===== src/rtl/fmdsp_pkg.sv =====
// Shared definitions for the FMDSP multiplier datapath: pipeline limits,
// Wallace-tree row bookkeeping and the register-placement mask used by
// pp_reduction (and by anything that needs to predict its latency).
package fmdsp_pkg;

    localparam int MAX_PIPES  = 4;
    localparam int MAX_LEVELS = 6;   // WIDTH=16 needs six reduction levels

    // Rows left after one level of 3:2 counters: each full group of three
    // becomes two, leftovers pass straight through.
    function automatic int rows_after(input int n);
        return 2 * (n / 3) + (n % 3);
    endfunction

    // Row count at the input of reduction level lvl (0-based).
    function automatic int rows_at(input int width, input int lvl);
        int n;
        n = width;
        for (int i = 0; i < lvl; i++) begin
            n = rows_after(n);
        end
        return n;
    endfunction

    // Number of 3:2 levels needed to bring WIDTH rows down to two.
    function automatic int num_levels(input int width);
        int n;
        int l;
        n = width;
        l = 0;
        while (n > 2) begin
            n = rows_after(n);
            l++;
        end
        return l;
    endfunction

    // Bit offset of level boundary lvl inside the flattened row bus.
    function automatic int bus_offset(input int width, input int lvl);
        int off;
        off = 0;
        for (int i = 0; i < lvl; i++) begin
            off += rows_at(width, i) * 2 * width;
        end
        return off;
    endfunction

    // Bit j-1 set when level j is registered for k register levels: the k
    // registers are spread evenly, level = round(i*NUM_LEVELS/k), i=1..k.
    function automatic logic [MAX_LEVELS-1:0] level_reg_mask(input int width, input int k);
        logic [MAX_LEVELS-1:0] m;
        int nl;
        int kk;
        int pos;
        m  = '0;
        nl = num_levels(width);
        kk = (k > MAX_PIPES) ? MAX_PIPES : k;
        for (int i = 1; i <= kk; i++) begin
            pos = (2 * i * nl + kk) / (2 * kk);
            m[pos-1] = 1'b1;
        end
        return m;
    endfunction

endpackage


===== src/rtl/fa.sv =====
// Single-bit full adder (3:2 counter) cell.
module fa (
    input  logic a,
    input  logic b,
    input  logic cin,
    output logic s,
    output logic cout
);

    assign s    = a ^ b ^ cin;
    assign cout = (a & b) | (a & cin) | (b & cin);

endmodule


===== src/rtl/pp_reduction_csa_level.sv =====
// One Wallace reduction level: N_IN rows of W2 bits compressed by 3:2
// counters into N_OUT rows, followed by a register (data + valid) that can
// be bypassed at runtime through `pipelined`.
module csa_level #(
    parameter int W2    = 16,
    parameter int N_IN  = 8,
    parameter int N_OUT = 6
) (
    input  logic                  clk,
    input  logic                  rst,
    input  logic                  pipelined,
    input  logic                  in_valid,
    input  logic [N_IN*W2-1:0]    din,
    output logic                  out_valid,
    output logic [N_OUT*W2-1:0]   dout,
    output logic                  reg_valid
);

    localparam int GROUPS = N_IN / 3;
    localparam int REM    = N_IN % 3;

    logic [N_OUT*W2-1:0] red;
    logic [N_OUT*W2-1:0] dq;
    logic                vq;

    // Each group of three rows becomes a sum row and a carry row shifted
    // left by one; the carry out of the top column falls off (mod 2^W2).
    for (genvar g = 0; g < GROUPS; g++) begin : g_grp
        assign red[(2*g+1)*W2] = 1'b0;
        for (genvar k = 0; k < W2; k++) begin : g_bit
            if (k < W2 - 1) begin : g_fa
                fa u_fa (
                    .a   (din[(3*g)*W2 + k]),
                    .b   (din[(3*g+1)*W2 + k]),
                    .cin (din[(3*g+2)*W2 + k]),
                    .s   (red[(2*g)*W2 + k]),
                    .cout(red[(2*g+1)*W2 + k + 1])
                );
            end else begin : g_top
                assign red[(2*g)*W2 + k] = din[(3*g)*W2 + k] ^ din[(3*g+1)*W2 + k]
                                         ^ din[(3*g+2)*W2 + k];
            end
        end
    end

    for (genvar r = 0; r < REM; r++) begin : g_rem
        assign red[(2*GROUPS+r)*W2 +: W2] = din[(3*GROUPS+r)*W2 +: W2];
    end

    // Stage register: captures only real beats so idle cycles keep the last
    // (or reset) contents; the valid bit stays low while the level is bypassed.
    always_ff @(posedge clk) begin
        // NOTE: sequential state uses non-blocking assignments so every
        // register samples pre-edge values regardless of block ordering.
        if (rst) begin
            vq <= 1'b0;
            dq <= '0;
        end else begin
            vq <= pipelined & in_valid;
            if (pipelined && in_valid) begin
                dq <= red;
            end
        end
    end

    assign out_valid = pipelined ? vq : in_valid;
    assign dout      = pipelined ? dq : red;
    assign reg_valid = vq;

endmodule


===== src/rtl/pp_reduction.sv =====
// Partial-product generation and Wallace carry-save reduction for the FMDSP
// multiplier. Produces two 2*WIDTH-bit vectors whose sum is a*b, with a
// runtime-selectable number (0..4) of registered reduction levels.
// Optional feature: define FMDSP_SIGNED_EN to add the `tc` port and
// Baugh-Wooley two's-complement handling.
module pp_reduction
    import fmdsp_pkg::*;
#(
    parameter int WIDTH         = 8,
    parameter int PIPELINE_BITS = 3
) (
    input  logic                     clk,
    input  logic                     rst,
    input  logic                     in_valid,
    input  logic [WIDTH-1:0]         a,
    input  logic [WIDTH-1:0]         b,
`ifdef FMDSP_SIGNED_EN
    input  logic                     tc,
`endif
    input  logic [PIPELINE_BITS-1:0] pipes,
    output logic                     out_valid,
    output logic [2*WIDTH-1:0]       sum,
    output logic [2*WIDTH-1:0]       carry
);

    localparam int W2       = 2 * WIDTH;
    localparam int NL       = num_levels(WIDTH);
    localparam int BUS_W    = bus_offset(WIDTH, NL + 1);
    localparam int OFF_LAST = bus_offset(WIDTH, NL);

    typedef logic [NL-1:0] lvl_mask_t;

    localparam lvl_mask_t MASK_K1 = lvl_mask_t'(level_reg_mask(WIDTH, 1));
    localparam lvl_mask_t MASK_K2 = lvl_mask_t'(level_reg_mask(WIDTH, 2));
    localparam lvl_mask_t MASK_K3 = lvl_mask_t'(level_reg_mask(WIDTH, 3));
    localparam lvl_mask_t MASK_K4 = lvl_mask_t'(level_reg_mask(WIDTH, MAX_PIPES));

    logic [PIPELINE_BITS-1:0]  pipes_q;
    logic [PIPELINE_BITS-1:0]  pipes_sel;
    logic                      in_flight;
    lvl_mask_t                 lvl_en;
    lvl_mask_t                 lvl_reg_valid;
    logic [WIDTH-1:0][W2-1:0]  pp;
    logic [BUS_W-1:0]          bus;
    logic [NL:0]               vbus;

    // While beats are in flight the captured config holds; otherwise the
    // live `pipes` value applies to the beat entering this cycle.
    assign in_flight = |lvl_reg_valid;
    assign pipes_sel = in_flight ? pipes_q : pipes;

    // Config capture: track `pipes` whenever the pipeline is empty.
    always_ff @(posedge clk) begin
        if (rst) begin
            pipes_q <= '0;
        end else if (!in_flight) begin
            pipes_q <= pipes;
        end
    end

    // Select which reduction levels register, saturating the request at 4.
    always_comb begin
        // NOTE: default assignment first so no path leaves lvl_en unassigned
        // and no latch is inferred.
        lvl_en = '0;
        if (pipes_sel >= PIPELINE_BITS'(MAX_PIPES)) begin
            lvl_en = MASK_K4;
        end else if (pipes_sel == PIPELINE_BITS'(3)) begin
            lvl_en = MASK_K3;
        end else if (pipes_sel == PIPELINE_BITS'(2)) begin
            lvl_en = MASK_K2;
        end else if (pipes_sel == PIPELINE_BITS'(1)) begin
            lvl_en = MASK_K1;
        end
    end

    // AND-array partial products; in signed mode the cross terms involving
    // exactly one operand MSB are inverted and the two correction 1s are
    // folded into row 0, whose upper columns are otherwise empty. `tc` is
    // consumed here, so it rides through the pipeline encoded in the rows.
    always_comb begin
        pp = '0;
        for (int i = 0; i < WIDTH; i++) begin
            for (int j = 0; j < WIDTH; j++) begin
`ifdef FMDSP_SIGNED_EN
                pp[i][i+j] = (a[j] & b[i])
                           ^ (tc & ((i == WIDTH - 1) != (j == WIDTH - 1)));
`else
                pp[i][i+j] = a[j] & b[i];
`endif
            end
        end
`ifdef FMDSP_SIGNED_EN
        if (tc) begin
            pp[0][WIDTH]  = 1'b1;
            pp[0][W2-1]   = 1'b1;
        end
`endif
    end

    assign bus[0 +: WIDTH*W2] = pp;
    assign vbus[0]            = in_valid & ~rst;

    for (genvar j = 0; j < NL; j++) begin : g_lvl
        localparam int N_IN    = rows_at(WIDTH, j);
        localparam int N_OUT   = rows_at(WIDTH, j + 1);
        localparam int OFF_IN  = bus_offset(WIDTH, j);
        localparam int OFF_OUT = bus_offset(WIDTH, j + 1);

        csa_level #(
            .W2   (W2),
            .N_IN (N_IN),
            .N_OUT(N_OUT)
        ) u_lvl (
            .clk      (clk),
            .rst      (rst),
            .pipelined(lvl_en[j]),
            .in_valid (vbus[j]),
            .din      (bus[OFF_IN +: N_IN*W2]),
            .out_valid(vbus[j+1]),
            .dout     (bus[OFF_OUT +: N_OUT*W2]),
            .reg_valid(lvl_reg_valid[j])
        );
    end

    assign out_valid = vbus[NL];
    assign sum       = bus[OFF_LAST +: W2];
    assign carry     = bus[OFF_LAST + W2 +: W2];

endmodule


===== config.mk =====
export PLATFORM = sky130hd
export DESIGN_NAME = pp_reduction
export DESIGN_NICKNAME = d
export VERILOG_FILES = /design/src/rtl/fmdsp_pkg.sv /design/src/rtl/fa.sv /design/src/rtl/pp_reduction_csa_level.sv /design/src/rtl/pp_reduction.sv
export SDC_FILE = /design/constraint.sdc
export NUM_CORES = 1
export LEC_CHECK = 0
export ABC_AREA = 1
export CORE_MARGIN = 8
export CORE_UTILIZATION = 54
export DETAILED_ROUTE_END_ITERATION = 10
export PLACE_DENSITY = 0.76
export RECOVER_POWER = 25
export SETUP_SLACK_MARGIN = 0.15
export SYNTH_ARGS = -nofsm -noshare
export SYNTH_HDL_FRONTEND = slang
export SYNTH_SLANG_ARGS = --single-unit

===== constraint.sdc =====
create_clock -name clk -period 7 [get_ports clk]
set_input_delay 1.75 -clock clk [delete_from_list [all_inputs] [get_ports clk]]
set_output_delay 1.75 -clock clk [all_outputs]
set_load 0.005 [all_outputs]

==> results of run 1 <==
worst max-delay path: cells and delay by family:
kind            cells  cell delay [ps]
compound gates      4              370
fa+ha+maj           3             1560
buf+inv             5              800
simple gates        6              540
layer usage:
metal  global-route usage (%)  part of all wire [%]  vias up
li1                         -                     -     4143
met1                     28.3                    47     3772
met2                     32.4                    46      197
met3                     4.63                   5.5       29
met4                     7.00                   1.9        0
met5                        0                     0        -
placed cells by master, fill, tap and decap left out, types with 14 or more instances in the layout:
cell and n:
o21ai_2 43, o21ai_0 153, nand2_1 302, nand3_1 45, fa_1 24, a21oi_1 122
dfxtp_1 157, fa_2 14, buf_4 58, clkbuf_16 18, o21ai_1 50, inv_2 21
nor2_1 33, inv_1 158
final cells by class:
type                       instances  area, sq um
clock inverter                    14          193
timing repair buffer             127         1190
multi-input combinational        847         4850
fill                            1374         5640
inverter                         181          683
sequential                       157         3140
tap                              220          275
clock buffer                      18          429
worst paths after layout:
path	startpoint	end
setup / recovery	pipes[0]	sum[8]
hold reg to reg	g_lvl[2].u_lvl.dq[14]	g_lvl[2].u_lvl.dq[14]
setup reg to reg	g_lvl[0].u_lvl.reg_valid	g_lvl[3].u_lvl.dq[8]
hold / removal	g_lvl[2].u_lvl.dq[14]	g_lvl[2].u_lvl.dq[14]
cells by family (layout without fill, tap and decap cells):
| kind of cell | after synthesis | in the layout | synth area share [%] |
|---|---|---|---|
| compound gates | 370 | 370 | 20.6 |
| fa+ha+maj | 53 | 53 | 10.5 |
| other cells | 1 | 6 | 0.0417 |
| buf+inv | 306 | 340 | 14.6 |
| simple gates | 418 | 418 | 19.2 |
| flops | 157 | 157 | 35.0 |
through the flow:
stage / util, % / cell area, sq um / setup TNS, ps / setup WS [ps] / cells
5_1_grt: 65.6 / 10800 / 0 / 80.1 / 1564
3_3_place_gp: 58.7 / 9630 / -9030 / -643 / 1510
3_5_place_dp: 58.7 / 9630 / -9470 / -705 / 1510
2_1_floorplan: - / 9010 / 0 / 200 / 1310
6_report: 65.6 / 10800 / 0 / 247 / 1564
4_1_cts: 64.9 / 10700 / 0 / 121 / 1558
state kept, by name, summed over array words and instances, names as in the netlist:
register / cells
pipes_q: 3
g_lvl.u_lvl.dq: 150
g_lvl.u_lvl.reg_valid: 4
timing repair:
action / CTS / global route
buffers inserted: 12 / 5
setup endpoints to repair: 21 / 20
gates resized for setup: 192 / 67
gates cloned: 4 / 1
pin swaps: 38 / 33
hold buffers: 0 / 0
==> flow_summary.yaml, run 1 <==
run_status:
  status: "finished, violations left"
  violations: "capacitance limit, slew limit"
global_route:
  grt_max_degree: 75
  grt_usage_pct: 20.9
  grt_pass1_wl_um: 36900
  first_global_vias: 7506
  antenna_found_initial: 0
  grt_overflow: 0
logic_synthesis:
  synth_common_cells: "nand2_1, o21ai_0, dfxtp_1, inv_1, a21oi_1"
  synth_largest_area_cell: "dfxtp_1"
  synth_cells: 1305
  synth.most_common_cell: "nand2_1"
  synth_edf_count: 0
  yosysWarningCount: 0
  synthArstFlopShare_pct: 0
  yosys_most_used_dff: "dfxtp_1"
  syn_area_sq_mm: 0.00899
  avgSynthCellArea_sq_um: 6.89
  yosys-top-cells-area: "dfxtp_1, nand2_1, o21ai_0, fa_1, a21oi_1"
  yosysSeqAreaShare_pct: 35.0
  ys_types: 27
  synth_top_area_share_pct: 35.0
  ys_ff_latch: 157
route:
  drtIter0Drc: 680
  post_drt_wl_per_cell_um: 14.2
  via_count: 8141
  remaining_drc_errors: 0
  first_pass_iters: 5
  drt-vias-per-instance: 5.21
  wl_um: 22200
  ant_nets: 0
flow_run:
  cap_violations: 1
sta:
  rsz0062_at_grt: "yes"
  setup_violations: 0
  max_slew.worst_pin.slew_ps: 2200
  timing.final.crit_period_ps: 6750
  fmax_mhz: 148
  maxSlewViolCount: 69
  finClkSkew_ps: 6.02
  holdWs_ps: 442
  max_slew_margin_pct: -47.4
  min_period_over_period_pct: 96.5
  final-hold-violation-count: 0
critical_path:
  critical_path_required_ps: 5250
  path_common_cell: "o21ai_2"
  rr_worst_depth: 21
  crit_type: "input port to primary output"
  crit_chain: "dlygate4sd2_1 -> nand3_1 -> nand2_1 -> nand2_2 -> nand2_8 -> buf_6 -> buf_16 -> nand2_1 -> o21ai_1 -> buf_4 -> fa_1 -> o21ai_2 -> fa_2 -> nand2_2 -> o21ai_2 -> fa_2 -> o21ai_2 -> buf_2"
  cpPeakStageDelay_ps: 590
  crit_slowest_cell: "fa_2"
  crit_path_start_kind: "input port"
  crit_path_end_kind: "primary output"
  rrSetupSlack_ps: 3130
  cp.arrival_ps: 5000
  cp_max_fo: 5
die:
  die_height_um: 145
  die_x_um: 145
  io_pins: 55
  start_util_pct: 54.8
  rows: 47
  die_area_sq_mm: 0.0210
  coreArea_sq_mm: 0.0164
layout:
  drive_gt1_share_pct: 17.9
  syn2layout_area_growth_pct: 19.7
  final_nets: 1406
  n_antenna_cell: 0
hold_path:
  min_path_type: "flip-flop to flip-flop"
  hold_depth: 2
clock_network:
  cts.path.max_buffers: 2
  cts-root-buf: "clkbuf_16"
  numClockSinks: 157
  clkTransAtPathRegs_ps: 60
  cts_tree: "built"
  cts_buffers: 17
  htreeDepth: 4
  clk_latency_ps: 430
placed_design:
  dp_hpwl_um: 14300
  io_buffers: 48
  gp_congestion: 0.876
Power of run 1 is left out: the tool's default activity adds up to more than one toggle a clock period on the data nets, which glitch-free logic cannot reach.
==> inputs of run 2 (changes only) <==
Settings changed: CAP_MARGIN from default to 20.
==> run 2 against run 1 <==
The flow still finishes with violations (capacitance limit, slew limit). Maximum frequency barely moved. Final area barely moved. Hold slack better by 0.60 ps. Non-clock buffer count increased by 1. Global-route usage unchanged. Sequential share of layout area about the same. Final cell count about the same. First-iteration DRC count increased by 5.1%. Flip-flop and latch count unchanged. Clock-buffer cell count is the same. Critical path depth is the same. Wire length shrank 0.27%.
==> flow_summary.yaml, run 2 (synthesis gave the netlist of run 1 again) <==
run_status:
  status: "finished, violations left"
  violations: "capacitance limit, slew limit"
clock_network:
  clk_latency_ps: 430
  cts_tree: "built"
  cts_buffers: 17
  clkTransAtPathRegs_ps: 60
  numClockSinks: 157
  htreeDepth: 4
  cts-root-buf: "clkbuf_16"
  cts.path.max_buffers: 2
route:
  drtIter0Drc: 715
  post_drt_wl_per_cell_um: 14.2
  drt-vias-per-instance: 5.20
  first_pass_iters: 5
  remaining_drc_errors: 0
  ant_nets: 0
  wl_um: 22200
  via_count: 8138
sta:
  rsz0062_at_grt: "yes"
  final-hold-violation-count: 0
  timing.final.crit_period_ps: 6750
  maxSlewViolCount: 137
  finClkSkew_ps: 7.04
  max_slew.worst_pin.slew_ps: 2370
  fmax_mhz: 148
  layout_setup_ws_ps: 253
  min_period_over_period_pct: 96.4
  max_slew_margin_pct: -58.1
  setup_violations: 0
layout:
  final_cell_mix: "nand2_1, inv_1, dfxtp_1, o21ai_0, a21oi_1"
  max_flop_register: "g_lvl.u_lvl.dq"
  n_antenna_cell: 0
  drive_gt1_share_pct: 17.8
  layout.filler_cells: 1371
  largest_reg_flops: 150
  final_nets: 1407
  syn2layout_area_growth_pct: 19.8
  layout_commonest_cell: "nand2_1"
critical_path:
  cp_max_fo: 5
  crit_path_start_kind: "input port"
  rr_worst_depth: 14
  rrSetupSlack_ps: 2700
  crit_type: "input port to primary output"
  cp.arrival_ps: 5000
  regToRegStartpoint: "g_lvl[0].u_lvl.reg_valid"
  crit_path_end: "sum[8]"
  critical_path_required_ps: 5250
  r2r_end: "g_lvl[1].u_lvl.dq[19]"
  worstSetupStartpoint: "pipes[0]"
  crit_path_end_kind: "primary output"
die:
  die_x_um: 145
  coreArea_sq_mm: 0.0164
  io_pins: 55
  start_util_pct: 54.8
  die_area_sq_mm: 0.0210
  rows: 47
  die_height_um: 145
placed_design:
  io_buffers: 48
  dp_hpwl_um: 14300
  dp_slack_ps: -705
  gp_congestion: 0.876
hold_path:
  min_path_type: "flip-flop to flip-flop"
  min_from: "g_lvl[2].u_lvl.dq[14]"
global_route:
  grt_max_degree: 75
  grt_usage_pct: 20.9
  first_global_vias: 7506
  antenna_found_initial: 0
  grt_overflow: 0
  grt_pass1_wl_um: 36900
flow_run:
  cap_violations: 3
==> run 2: changes by cell type in the layout (fill, tap and decap cells not counted) <==
cell      change
nand2_4       +1
o21ai_0       -3
o21ai_1       +3
nand2_2       -1
clkbuf_1      +1
==> run 2: metrics by stage <==
stage / hold slack (ps) / setup TNS (ps) / cell area [sq um] / utilization (%) / instances
global route: 471 / 0 / 10800 / 65.7 / 1565
detailed placement: 432 / -9470 / 9630 / 58.7 / 1510
finish: 442 / 0 / 10800 / 65.7 / 1565
global placement: 431 / -9030 / 9630 / 58.7 / 1510
CTS: 442 / 0 / 10700 / 64.9 / 1558
floorplan: 421 / 0 / 9010 / - / 1310
==> run 2: timing repair <==
action,CTS,global route
endpoints found under the setup margin,21,20
cloned,4,1
hold buffers,0,0
setup buffers,12,5
gates resized for setup,192,67
endpoints found under the hold margin,0,0
pin swaps,38,33
==> run 2: how the worst min path moves through the flow <==
| stage | to | slack, ps | cells after the start |
|---|---|---|---|
| after floorplan | g_lvl[2].u_lvl.dq[14] | 420 | 2 |
| after global placement | g_lvl[2].u_lvl.dq[14] | 430 | 2 |
| after detailed placement | g_lvl[2].u_lvl.dq[14] | 430 | 2 |
| after CTS | g_lvl[2].u_lvl.dq[14] | 440 | 2 |
| after global routing | g_lvl[2].u_lvl.dq[11] | 470 | 2 |
| final | g_lvl[2].u_lvl.dq[14] | 440 | 2 |
==> run 2: layout make-up <==
type,count,area (sq um),area share (%)
multi-input combinational,847,4860,45.1
inverter,181,683,6.34
clock inverter,14,193,1.79
timing repair buffer,128,1200,11.1
tap,220,275,2.55
sequential,157,3140,29.2
clock buffer,18,429,3.98
==> run 2: critical path, cell delays in order <==
cell and delay (ps):
dlygate4sd2_1 240, nand3_1 80, nand2_1 80, nand2_2 130, nand2_8 90, buf_6 130, buf_16 130, nand2_1 70
o21ai_1 70, buf_4 140, fa_1 490, o21ai_2 170, fa_2 480, nand2_2 80, o21ai_2 60, fa_2 590
o21ai_2 60, buf_2 160
==> run 2: per-layer routing <==
layer | wire length [um] | part of all wire [%] | global-route usage (%)
met5 | 0 | 0 | 0
met4 | 430 | 1.9 | 7.00
met3 | 1210 | 5.5 | 4.63
met2 | 10100 | 45 | 32.4
met1 | 10400 | 47 | 28.3
Power of run 2 is left out for the same reason.
